--- config.mk ---
export PLATFORM = sky130hd
export DESIGN_NAME = alu_operand_stage
export DESIGN_NICKNAME = d
export VERILOG_FILES = /design/src/rtl/alu_operand_stage.sv
export SDC_FILE = /design/constraint.sdc
export NUM_CORES = 1
export LEC_CHECK = 0
export ABC_CLOCK_PERIOD_IN_PS = 2800
export CAP_MARGIN = 20
export CORE_ASPECT_RATIO = 1.1
export CORE_MARGIN = 2
export CORE_UTILIZATION = 44
export DETAILED_ROUTE_END_ITERATION = 8
export GPL_TIMING_DRIVEN = 0
export PLACE_DENSITY_LB_ADDON = 0.15
export SLEW_MARGIN = 20
export SYNTH_ARGS = -nofsm -noshare
export SYNTH_HDL_FRONTEND = slang
export SYNTH_SLANG_ARGS = --single-unit
--- constraint.sdc ---
create_clock -name clk_i -period 2.8 [get_ports clk_i]
set_clock_uncertainty 0.1 [all_clocks]
set_input_delay 0.28 -clock clk_i [delete_from_list [all_inputs] [get_ports clk_i]]
set_output_delay 0.28 -clock clk_i [all_outputs]
set_load 0.02 [all_outputs]
--- src/rtl/alu_operand_stage.sv ---
// alu_operand_stage: pipeline register in front of the ALU.
// It accepts one decoded op per cycle over valid/ready and selects the
// immediate or the register operand. RAW hazards are resolved by forwarding
// either the ALU result of the retiring op or the last retired write. The
// stage also keeps a saturating stall counter for performance debug.
module alu_operand_stage #(
  parameter int unsigned CNT_W  = 16,
  parameter bit          FWD_EN = 1'b1
) (
  input  logic             clk_i,
  input  logic             rst_n_i,
  input  logic             flush_i,
  input  logic             in_valid_i,
  output logic             in_ready_o,
  input  logic [4:0]       rs1_addr_i,
  input  logic [4:0]       rs2_addr_i,
  input  logic [31:0]      rs1_data_i,
  input  logic [31:0]      rs2_data_i,
  input  logic [31:0]      imm_i,
  input  logic             use_imm_i,
  input  logic [3:0]       ALUctrl_in_i,
  input  logic [4:0]       rd_addr_i,
  input  logic             rd_we_i,
  output logic             out_valid_o,
  input  logic             out_ready_i,
  output logic [31:0]      srcA_o,
  output logic [31:0]      srcB_o,
  output logic [3:0]       ALUctrl_o,
  output logic [4:0]       rd_addr_o,
  output logic             rd_we_o,
  input  logic [31:0]      alu_result_i,
  output logic [CNT_W-1:0] stall_cnt_o
);

  logic        fire_in;
  logic        fire_out;
  logic        retire_wr;
  logic        stall;

  // Last retired register write. buf_rd is never x0 because x0 writes are not captured.
  logic        buf_valid;
  logic [4:0]  buf_rd;
  logic [31:0] buf_data;

  logic [31:0] fwd_a;
  logic [31:0] fwd_b;

  assign fire_out   = out_valid_o & out_ready_i;
  assign in_ready_o = ~flush_i & (~out_valid_o | out_ready_i);
  assign fire_in    = in_valid_i & in_ready_o;
  // A flushed op never retires, so it must neither forward nor update the buffer.
  assign retire_wr  = fire_out & ~flush_i & rd_we_o & (rd_addr_o != 5'd0);
  assign stall      = out_valid_o & ~out_ready_i & ~flush_i;

  // Pick the source operand values. The retiring op has priority over the buffer, and x0 is never forwarded.
  always_comb begin
    // NOTE: every output of a combinational block gets a default first, so no path leaves it unassigned and no latch is inferred.
    fwd_a = rs1_data_i;
    fwd_b = rs2_data_i;
    if (FWD_EN) begin
      if (rs1_addr_i != 5'd0) begin
        if (retire_wr && (rd_addr_o == rs1_addr_i))
          fwd_a = alu_result_i;
        else if (buf_valid && (buf_rd == rs1_addr_i))
          fwd_a = buf_data;
      end
      if (rs2_addr_i != 5'd0) begin
        if (retire_wr && (rd_addr_o == rs2_addr_i))
          fwd_b = alu_result_i;
        else if (buf_valid && (buf_rd == rs2_addr_i))
          fwd_b = buf_data;
      end
    end
  end

  // Held-op register: a flush drops the op, a new op loads, a consumed op empties the stage, otherwise it holds.
  always_ff @(posedge clk_i) begin
    // NOTE: sequential state uses non-blocking assignments so every register samples pre-edge values, independent of block ordering.
    if (!rst_n_i) begin
      out_valid_o <= 1'b0;
      srcA_o      <= '0;
      srcB_o      <= '0;
      ALUctrl_o   <= '0;
      rd_addr_o   <= '0;
      rd_we_o     <= 1'b0;
    end else if (flush_i) begin
      out_valid_o <= 1'b0;
    end else if (fire_in) begin
      out_valid_o <= 1'b1;
      srcA_o      <= fwd_a;
      srcB_o      <= use_imm_i ? imm_i : fwd_b;
      ALUctrl_o   <= ALUctrl_in_i;
      rd_addr_o   <= rd_addr_i;
      rd_we_o     <= rd_we_i;
    end else if (fire_out) begin
      out_valid_o <= 1'b0;
    end
  end

  // Last-retired buffer: captures each retiring non-x0 write and is cleared only by reset.
  always_ff @(posedge clk_i) begin
    // NOTE: only buf_valid needs a reset for correctness, but the data is reset too so the outputs never show X after reset.
    if (!rst_n_i) begin
      buf_valid <= 1'b0;
      buf_rd    <= '0;
      buf_data  <= '0;
    end else if (retire_wr) begin
      buf_valid <= 1'b1;
      buf_rd    <= rd_addr_o;
      buf_data  <= alu_result_i;
    end
  end

  // Stall counter: counts cycles where the held op is blocked downstream, and saturates at all-ones.
  always_ff @(posedge clk_i) begin
    if (!rst_n_i)
      stall_cnt_o <= '0;
    else if (stall && (stall_cnt_o != {CNT_W{1'b1}}))
      stall_cnt_o <= stall_cnt_o + CNT_W'(1);
  end

endmodule
==> impl_results.html, run 1 <==
<table>
<tr><th>Metric</th><th>Value</th></tr>
<tr><th colspan="2">Setup path</th></tr>
<tr><td>Critical Path Most Common Cell</td><td>sky130_fd_sc_hd__clkbuf_1</td></tr>
<tr><td>Register-to-register setup slack</td><td>0.13 ns</td></tr>
<tr><td>Worst Path Required</td><td>3.06 ns</td></tr>
<tr><td>Critical path, cell by cell</td><td>clkdlybuf4s50_1 -&gt; xor2_1 -&gt; nor4_1 -&gt; and3_1 -&gt; clkbuf_1 -&gt; clkbuf_1 -&gt; nand2_1 -&gt; o21ai_0 -&gt; a221o_1</td></tr>
<tr><td>Sort of element at the start of the critical path</td><td>primary input</td></tr>
<tr><td>Master of the slowest instance on the critical path</td><td>sky130_fd_sc_hd__clkdlybuf4s50_1</td></tr>
<tr><td>Maximum fanout count along the critical path</td><td>10</td></tr>
<tr><td>WP data arrival</td><td>2.94 ns</td></tr>
<tr><td>Worst setup EP type</td><td>register</td></tr>
<tr><td>Type of the worst setup path</td><td>in2reg</td></tr>
<tr><td>CP max stage delay</td><td>0.48 ns</td></tr>
<tr><th colspan="2">Logic synthesis</th></tr>
<tr><td>Library cell with the largest summed area after synthesis</td><td>sky130_fd_sc_hd__dfxtp_1</td></tr>
<tr><td>Combined area of all synthesized cells</td><td>6150 sq um</td></tr>
<tr><td>Seq/Total Area, Yosys</td><td>42.0%</td></tr>
<tr><td>Commonest cells in the netlist</td><td>140 x sky130_fd_sc_hd__nand2_1, 129 x sky130_fd_sc_hd__dfxtp_1, 72 x sky130_fd_sc_hd__a21oi_1, 63 x sky130_fd_sc_hd__a221o_1, 63 x sky130_fd_sc_hd__a22o_1</td></tr>
<tr><td>Number of distinct library cells after synthesis</td><td>39</td></tr>
<tr><td>Proportion of register bits with asynchronous set or reset after synthesis</td><td>0%</td></tr>
<tr><td>Synth Warn #</td><td>0</td></tr>
<tr><td>Most repeated cell in the gate-level netlist after synthesis</td><td>sky130_fd_sc_hd__nand2_1</td></tr>
<tr><td>Synthesized instance count</td><td>727</td></tr>
<tr><td>Most used flip-flop cell after synthesis</td><td>sky130_fd_sc_hd__dfxtp_1</td></tr>
<tr><td>Net count of the mapped netlist</td><td>882</td></tr>
<tr><td>Cell types with the largest area share after synthesis</td><td>sky130_fd_sc_hd__dfxtp_1 42%, sky130_fd_sc_hd__a221o_1 10%, sky130_fd_sc_hd__a22o_1 9.0%</td></tr>
<tr><td>Flop and latch count out of synthesis</td><td>129</td></tr>
<tr><td>Mean instance size in the synthesized netlist</td><td>8.46 sq um</td></tr>
<tr><td>Top cell type's share of synthesized area</td><td>42.0%</td></tr>
<tr><td>Post-synth EDFFs</td><td>0</td></tr>
<tr><th colspan="2">STA</th></tr>
<tr><td>Hold Fails Final Rpt</td><td>0</td></tr>
<tr><td>Transition time at the pin with the least slew margin</td><td>0.744 ns</td></tr>
<tr><td>Final Slew Violations</td><td>0</td></tr>
<tr><td>Unrepaired setup endpoints after global routing</td><td>false</td></tr>
<tr><td>Fraction of the cycle the final worst path needs</td><td>95.7%</td></tr>
<tr><td>Final critical-path setup slack</td><td>0.121 ns</td></tr>
<tr><td>Number of endpoints failing setup at the final stage</td><td>0</td></tr>
<tr><td>Top achievable clock speed</td><td>0.373 GHz</td></tr>
<tr><td>Min Clock Period, post-route</td><td>2.68 ns</td></tr>
<tr><td>Relative slew slack</td><td>50.2%</td></tr>
<tr><th colspan="2">Global routing</th></tr>
<tr><td>Global-route wire length before repair</td><td>32,900 microns</td></tr>
<tr><td>Total global-route track usage</td><td>28.5%</td></tr>
<tr><td>Number of antenna violations at the first check in global routing</td><td>0</td></tr>
<tr><td>Number of global-route vias before repair</td><td>6,308</td></tr>
<tr><td>Total overflow reported by the global router</td><td>0</td></tr>
<tr><td>Met3 Resource Use GR</td><td>8.09%</td></tr>
<tr><td>Layer with the highest usage</td><td>met2</td></tr>
<tr><td>GR Layer Usage met1</td><td>35.7%</td></tr>
<tr><td>Met2 usage in global routing</td><td>46.6%</td></tr>
<tr><td>Largest net degree at the start of global routing</td><td>17</td></tr>
<tr><th colspan="2">Layout</th></tr>
<tr><td>Fin nets</td><td>1,145</td></tr>
<tr><td>Antenna fix cells</td><td>0</td></tr>
<tr><td>Post-route non-filler standard cell count</td><td>1,186</td></tr>
<tr><td>Synth-to-layout area growth</td><td>51.9%</td></tr>
<tr><td>Layout cell share with drive strength beyond 1</td><td>4.71%</td></tr>
<tr><td>Cell area after layout</td><td>9340 sq um</td></tr>
<tr><td>Number of filler instances in the final layout</td><td>1,203</td></tr>
<tr><th colspan="2">Power and ir drop</th></tr>
<tr><td>Power Density</td><td>493 nW/um^2</td></tr>
<tr><td>Power Total</td><td>4.61 mW</td></tr>
<tr><td>Peak supply drop</td><td>0.302 mV</td></tr>
<tr><td>Leakage power summed over all cells</td><td>3.49 nW</td></tr>
<tr><th colspan="2">Clock tree</th></tr>
<tr><td>Clock insertion delay at the later pin of the skew report</td><td>0.42 ns</td></tr>
<tr><td>Number of sinks driven by the clock tree</td><td>129</td></tr>
<tr><td>Clk slew on worst S/H paths</td><td>0.05 ns</td></tr>
<tr><td>Num CTS Buffers</td><td>17</td></tr>
<tr><td>TritonCTS clock tree</td><td>done</td></tr>
<tr><td>Number of buffers between clock root and the deepest sink</td><td>2</td></tr>
<tr><td>Number of hold buffers added after CTS</td><td>0</td></tr>
<tr><td>Root Buffer</td><td>sky130_fd_sc_hd__clkbuf_16</td></tr>
<tr><td>Maximum level of the CTS H-tree</td><td>4</td></tr>
<tr><td>Post-CTS Setup Inserts</td><td>0</td></tr>
<tr><td>Post_cts resized</td><td>0</td></tr>
<tr><th colspan="2">Placed design</th></tr>
<tr><td>Pre-CTS WS</td><td>-0.277 ns</td></tr>
<tr><td>Input/output buffers</td><td>244</td></tr>
<tr><td>Placed inst area</td><td>8820 sq um</td></tr>
<tr><td>Final HPWL from detailed placement</td><td>15,600 microns</td></tr>
<tr><td>Global placer's final weighted congestion</td><td>0.849</td></tr>
<tr><td>Dpl cells</td><td>1,159</td></tr>
<tr><th colspan="2">Floorplanning</th></tr>
<tr><td>DIE AREA</td><td>14,900 sq um</td></tr>
<tr><td>Starting utilization of the core area</td><td>44.7%</td></tr>
<tr><td>Die Height</td><td>128 microns</td></tr>
<tr><td>Core ar.</td><td>13,700 sq um</td></tr>
<tr><td>Number of placement rows</td><td>45</td></tr>
<tr><td>Io pins</td><td>246</td></tr>
<tr><td>Die Width</td><td>117 microns</td></tr>
<tr><th colspan="2">Drt</th></tr>
<tr><td>Post-DRT Antenna Nets</td><td>0</td></tr>
<tr><td>Starting DRT DRC Count</td><td>599</td></tr>
<tr><td>Routed length per instance</td><td>18.2 microns</td></tr>
<tr><td>Vias post-DR</td><td>6,654</td></tr>
<tr><td>Final routed DRC violation total</td><td>0</td></tr>
<tr><td>Via density per instance</td><td>5.61</td></tr>
<tr><td>Drt pass-1 iters</td><td>5</td></tr>
<tr><td>Drt total wl</td><td>21,600 microns</td></tr>
<tr><th colspan="2">Job</th></tr>
<tr><td>Max_cap viols</td><td>0</td></tr>
<tr><th colspan="2">Outcome</th></tr>
<tr><td>Run status</td><td>finished, final reports clean</td></tr>
<tr><th colspan="2">Min path</th></tr>
<tr><td>Type of the tightest min-delay check</td><td>in2reg</td></tr>
</table>
## path summary, 6_finish.rpt
kind / cells past startpoint / endpoint / start
min: 3 / srcB_o[19] / use_imm_i
max reg2reg: 8 / srcB_o[26] / buf_rd[2]
min reg2reg: 2 / buf_data[11] / buf_data[11]
max: 9 / srcB_o[26] / rs2_addr_i[0]
## critical path: cells and delay by family
family | cells | cell delay (ns)
compound gates | 2 | 0.59
xor+xnor | 1 | 0.17
buf+inv | 3 | 1.27
simple gates | 3 | 0.62
## routing by layer
layer,share of wire [%],routed length [microns]
met1,42,9070
met2,47,10100
met3,8.7,1880
met4,2.2,471
met5,0,0
## layout make-up
cell class                 instances  area, sq um  area share, %
multi-input combinational        508         3180           34.1
inverter                          32          120           1.29
buffer                            58          265           2.84
sequential                       129         2580           27.7
tap                              188          235           2.52
clock buffer                      27          513           5.49
timing repair buffer             244         2440           26.2
## logic make-up (layout without fill, tap and decap cells)
kind of cell	count (synthesis)	count (layout)	share of synthesized area, %
mux	11	11	1.79
fa+ha+maj	1	1	0.204
buf+inv	90	361	6.25
flops	129	129	42.0
xor+xnor	30	30	4.27
compound gates	242	242	29.1
simple gates	224	224	16.4
## cells in the final DEF, fill, tap and decap left out, types with 11 or more instances in the layout
master	instances
sky130_fd_sc_hd__nand2_1	140
sky130_fd_sc_hd__a221o_1	63
sky130_fd_sc_hd__a22o_1	63
sky130_fd_sc_hd__buf_2	13
sky130_fd_sc_hd__inv_1	32
sky130_fd_sc_hd__clkdlybuf4s50_1	244
sky130_fd_sc_hd__clkbuf_16	17
sky130_fd_sc_hd__mux2i_1	11
sky130_fd_sc_hd__xor2_1	20
sky130_fd_sc_hd__dfxtp_1	129
sky130_fd_sc_hd__nor2_1	35
sky130_fd_sc_hd__o21ai_0	37
sky130_fd_sc_hd__clkbuf_1	44
sky130_fd_sc_hd__a21oi_1	72
## sequential cells by signal, indices dropped and copies added, names as in the netlist, 4 cells and up
name / cells
buf_data: 32
srcB_o: 32
srcA_o: 32
buf_rd: 5
stall_cnt_o: 16
rd_addr_o: 5
ALUctrl_o: 4
## where the power goes
part	internal [mW]	total [mW]	leakage, nW	switching [mW]
combinational	0.381	0.677	2.20	0.296
sequential	1.90	1.93	1.05	0.0387
clock	1.22	1.99	0.251	0.770
total	3.50	4.61	3.49	1.11
## metrics by stage
| stage | TNS, ns | hold WS (ns) | util (%) |
|---|---|---|---|
| finish | 0 | 0.274 | 68.0 |
| global route | 0 | 0.315 | 68.0 |
| CTS | 0 | 0.257 | 68.0 |
| detailed placement | -9.15 | 0.366 | 64.2 |
| global placement | -8.57 | 0.361 | 64.2 |
| floorplan | 0 | 0.259 | - |
No activity file was read; power rests on OpenSTA's default activity.
==> run 2, diff against run 1 <==
--- a/config.mk
+++ b/config.mk
@@ -11,7 +11,6 @@
 export CORE_MARGIN = 2
 export CORE_UTILIZATION = 44
 export DETAILED_ROUTE_END_ITERATION = 8
-export GPL_TIMING_DRIVEN = 0
 export PLACE_DENSITY_LB_ADDON = 0.15
 export SLEW_MARGIN = 20
 export SYNTH_ARGS = -nofsm -noshare
==> run 2 against run 1 <==
Die area unchanged. Core utilization increased by 0.65 points. Sequential power about the same. Largest cell class unchanged. Largest power group unchanged. Highest routed layer unchanged.
==> impl_results.html, run 2 (same netlist as run 1, synthesis figures left out) <==
<table>
<tr><th>Metric</th><th>Value</th></tr>
<tr><th colspan="2">STA</th></tr>
<tr><td>Fraction of the cycle the final worst path needs</td><td>89.3%</td></tr>
<tr><td>Number of endpoints failing setup at the final stage</td><td>0</td></tr>
<tr><td>Min Clock Period, post-route</td><td>2.50 ns</td></tr>
<tr><td>Final Slew Violations</td><td>0</td></tr>
<tr><td>Top achievable clock speed</td><td>0.400 GHz</td></tr>
<tr><td>Unrepaired setup endpoints after global routing</td><td>false</td></tr>
<tr><td>Setup tns final</td><td>0 ns</td></tr>
<tr><td>Transition time at the pin with the least slew margin</td><td>1.08 ns</td></tr>
<tr><td>Relative slew slack</td><td>27.9%</td></tr>
<tr><td>Hold Fails Final Rpt</td><td>0</td></tr>
<tr><th colspan="2">Job</th></tr>
<tr><td>Max_cap viols</td><td>0</td></tr>
<tr><th colspan="2">Setup path</th></tr>
<tr><td>Worst setup EP type</td><td>register</td></tr>
<tr><td>Type of the worst setup path</td><td>reg2reg</td></tr>
<tr><td>Critical path, cell by cell</td><td>or4_4 -&gt; o21a_1 -&gt; nand4_2 -&gt; nor3b_4 -&gt; buf_12 -&gt; a221o_1</td></tr>
<tr><td>WP data arrival</td><td>2.76 ns</td></tr>
<tr><td>Worst Path Required</td><td>3.06 ns</td></tr>
<tr><td>Reg-to-reg endpoint</td><td>srcA_o[29]</td></tr>
<tr><td>Launching point of the worst reg2reg path</td><td>rd_addr_o[0]</td></tr>
<tr><td>CP max stage delay</td><td>0.60 ns</td></tr>
<tr><td>Count of buffering cells on the critical path with inverters included</td><td>1</td></tr>
<tr><td>Register-to-register setup slack</td><td>0.30 ns</td></tr>
<tr><td>Maximum fanout count along the critical path</td><td>21</td></tr>
<tr><td>Sort of element at the start of the critical path</td><td>register</td></tr>
<tr><td>Master of the slowest instance on the critical path</td><td>sky130_fd_sc_hd__nor3b_4</td></tr>
<tr><td>Worst reg2reg path depth</td><td>6</td></tr>
<tr><td>Top Family by Delay on Critical Path</td><td>simple AND/OR/NAND/NOR gates</td></tr>
<tr><th colspan="2">Layout</th></tr>
<tr><td>Fin nets</td><td>1,112</td></tr>
<tr><td>Layout cell share with drive strength beyond 1</td><td>6.50%</td></tr>
<tr><td>Antenna fix cells</td><td>0</td></tr>
<tr><td>Most common cell after layout, fill and taps aside</td><td>sky130_fd_sc_hd__clkdlybuf4s50_1</td></tr>
<tr><td>Commonest non-fill, non-tap cells in the layout</td><td>245 x sky130_fd_sc_hd__clkdlybuf4s50_1, 140 x sky130_fd_sc_hd__nand2_1, 129 x sky130_fd_sc_hd__dfxtp_1</td></tr>
<tr><td>Leading registers by flop count</td><td>buf_data x32, srcA_o x32, srcB_o x32</td></tr>
<tr><td>Synth-to-layout area growth</td><td>53.4%</td></tr>
<tr><th colspan="2">Drt</th></tr>
<tr><td>Via density per instance</td><td>5.68</td></tr>
<tr><td>Drt pass-1 iters</td><td>5</td></tr>
<tr><td>Routed length per instance</td><td>18.6 microns</td></tr>
<tr><td>Starting DRT DRC Count</td><td>637</td></tr>
<tr><td>Final routed DRC violation total</td><td>0</td></tr>
<tr><td>Vias post-DR</td><td>6,572</td></tr>
<tr><td>Drt total wl</td><td>21,500 microns</td></tr>
<tr><td>Post-DRT Antenna Nets</td><td>0</td></tr>
<tr><th colspan="2">Floorplanning</th></tr>
<tr><td>Io pins</td><td>246</td></tr>
<tr><td>Number of placement rows</td><td>45</td></tr>
<tr><td>Die Width</td><td>117 microns</td></tr>
<tr><td>Core ar.</td><td>13,700 sq um</td></tr>
<tr><td>Die Height</td><td>128 microns</td></tr>
<tr><td>Starting utilization of the core area</td><td>44.7%</td></tr>
<tr><td>DIE AREA</td><td>14,900 sq um</td></tr>
<tr><th colspan="2">Power and ir drop</th></tr>
<tr><td>Leakage power summed over all cells</td><td>3.53 nW</td></tr>
<tr><td>Cell Int Power</td><td>3.75 mW</td></tr>
<tr><td>Comb pwr share</td><td>14.0%</td></tr>
<tr><td>Power share of the sequential group</td><td>39.7%</td></tr>
<tr><td>Peak supply drop</td><td>0.354 mV</td></tr>
<tr><td>Sw frac</td><td>23.0%</td></tr>
<tr><td>Switching component of the power</td><td>1.12 mW</td></tr>
<tr><td>Power Total</td><td>4.88 mW</td></tr>
<tr><td>Clock network power share</td><td>46.3%</td></tr>
<tr><td>Power Density</td><td>517 nW/um^2</td></tr>
<tr><th colspan="2">Outcome</th></tr>
<tr><td>Run status</td><td>finished, final reports clean</td></tr>
<tr><th colspan="2">Clock tree</th></tr>
<tr><td>Number of hold buffers added after CTS</td><td>0</td></tr>
<tr><td>Clk slew on worst S/H paths</td><td>0.06 ns</td></tr>
<tr><td>Post-CTS Setup Inserts</td><td>0</td></tr>
<tr><td>TritonCTS clock tree</td><td>done</td></tr>
<tr><td>Number of sinks driven by the clock tree</td><td>129</td></tr>
<tr><td>Num CTS Buffers</td><td>17</td></tr>
<tr><td>Post_cts resized</td><td>0</td></tr>
<tr><td>Maximum level of the CTS H-tree</td><td>4</td></tr>
<tr><td>Root Buffer</td><td>sky130_fd_sc_hd__clkbuf_16</td></tr>
<tr><td>Clock insertion delay at the later pin of the skew report</td><td>0.43 ns</td></tr>
<tr><td>Number of buffers between clock root and the deepest sink</td><td>2</td></tr>
<tr><th colspan="2">Placed design</th></tr>
<tr><td>Final HPWL from detailed placement</td><td>15,000 microns</td></tr>
<tr><td>Global placer's final weighted congestion</td><td>0.847</td></tr>
<tr><td>Input/output buffers</td><td>245</td></tr>
<tr><th colspan="2">Global routing</th></tr>
<tr><td>Number of global-route vias before repair</td><td>6,609</td></tr>
<tr><td>Total overflow reported by the global router</td><td>0</td></tr>
<tr><td>Global-route wire length before repair</td><td>33,700 microns</td></tr>
<tr><td>Number of antenna violations at the first check in global routing</td><td>0</td></tr>
<tr><td>Total global-route track usage</td><td>29.1%</td></tr>
<tr><td>Largest net degree at the start of global routing</td><td>66</td></tr>
<tr><th colspan="2">Min path</th></tr>
<tr><td>Number of cells on the worst hold path</td><td>2</td></tr>
<tr><td>Launch point of the worst hold path</td><td>rs1_data_i[5]</td></tr>
<tr><td>Endpoint of the worst hold path</td><td>srcA_o[5]</td></tr>
<tr><td>Type of the tightest min-delay check</td><td>in2reg</td></tr>
</table>
[run 2: cell count changes in the layout (fill, tap and decap cells not counted), sizes merged]
cell / before / now
clkbuf: 67 / 27
buf: 18 / 24
bufinv: 0 / 2
clkinv: 0 / 2
clkdlybuf4s50: 244 / 245
[run 2: cell type report]
class / count / area (sq um)
tap: 188 / 235
clock buffer: 27 / 533
fill: 1158 / 4310
inverter: 32 / 120
clock inverter: 4 / 70.1
multi-input combinational: 508 / 3200
timing repair buffer: 269 / 2680
sequential: 129 / 2580
[run 2: metrics by stage]
stage | area (sq um) | instances | util [%] | worst slack, ns | hold WS (ns)
finish | 9430 | 1157 | 68.6 | 0.299 | 0.355
CTS | 9430 | 1157 | 68.6 | 0.300 | 0.342
global placement | 8820 | 1126 | 64.2 | 0.0747 | 0.355
global route | 9430 | 1157 | 68.6 | 0.169 | 0.363
detailed placement | 8820 | 1126 | 64.2 | 0.00394 | 0.361
floorplan | 6150 | 727 | - | 0.548 | 0.259
[run 2: worst max-delay path by stage]
stage / from / to / slack, ns / depth (start not counted)
4_1_cts: rd_addr_o[0] / srcA_o[29] / 0.30 / 6
2_1_floorplan: rd_we_o / srcB_o[10] / 0.55 / 9
3_3_place_gp: flush_i / srcA_o[9] / 0.07 / 8
3_5_place_dp: flush_i / srcA_o[24] / 0.004 / 8
5_1_grt: rd_addr_o[0] / srcA_o[29] / 0.17 / 7
6_report: rd_addr_o[0] / srcA_o[29] / 0.30 / 6
[run 2: routing by layer]
metal	up-vias	wire length, microns	global-route usage (%)
li1	3090	-	-
met1	3127	8540	33.6
met2	311	10700	50.1
met3	44	1730	7.90
met4	0	573	12.4
met5	-	0	0
[run 2: worst register-to-register path, delay by kind of cell, from the launching register on]
kind / cells / cell delay (ns)
flip-flops: 1 / 0.39
buffers and inverters: 1 / 0.25
AO/OA/AOI/OAI: 2 / 0.39
AND/OR/NAND/NOR: 3 / 1.31
[run 2: power by group through the flow]
stage,Clock (mW),Sequential [mW],Combinational (mW)
after detailed placement,0,1.97,0.678
after global placement,0,1.97,0.666
after floorplan,0,2.04,0.187
final,2.26,1.94,0.683
after global routing,2.37,1.94,0.723
after CTS,2.28,1.94,0.682
==> run 3, diff against run 2 <==
--- a/config.mk
+++ b/config.mk
@@ -11,6 +11,7 @@
 export CORE_MARGIN = 2
 export CORE_UTILIZATION = 44
 export DETAILED_ROUTE_END_ITERATION = 8
+export HOLD_SLACK_MARGIN = 0.08
 export PLACE_DENSITY_LB_ADDON = 0.15
 export SLEW_MARGIN = 20
 export SYNTH_ARGS = -nofsm -noshare
==> results of run 3 <==
The final DEF is identical to that of run 2; final timing and power are the same.
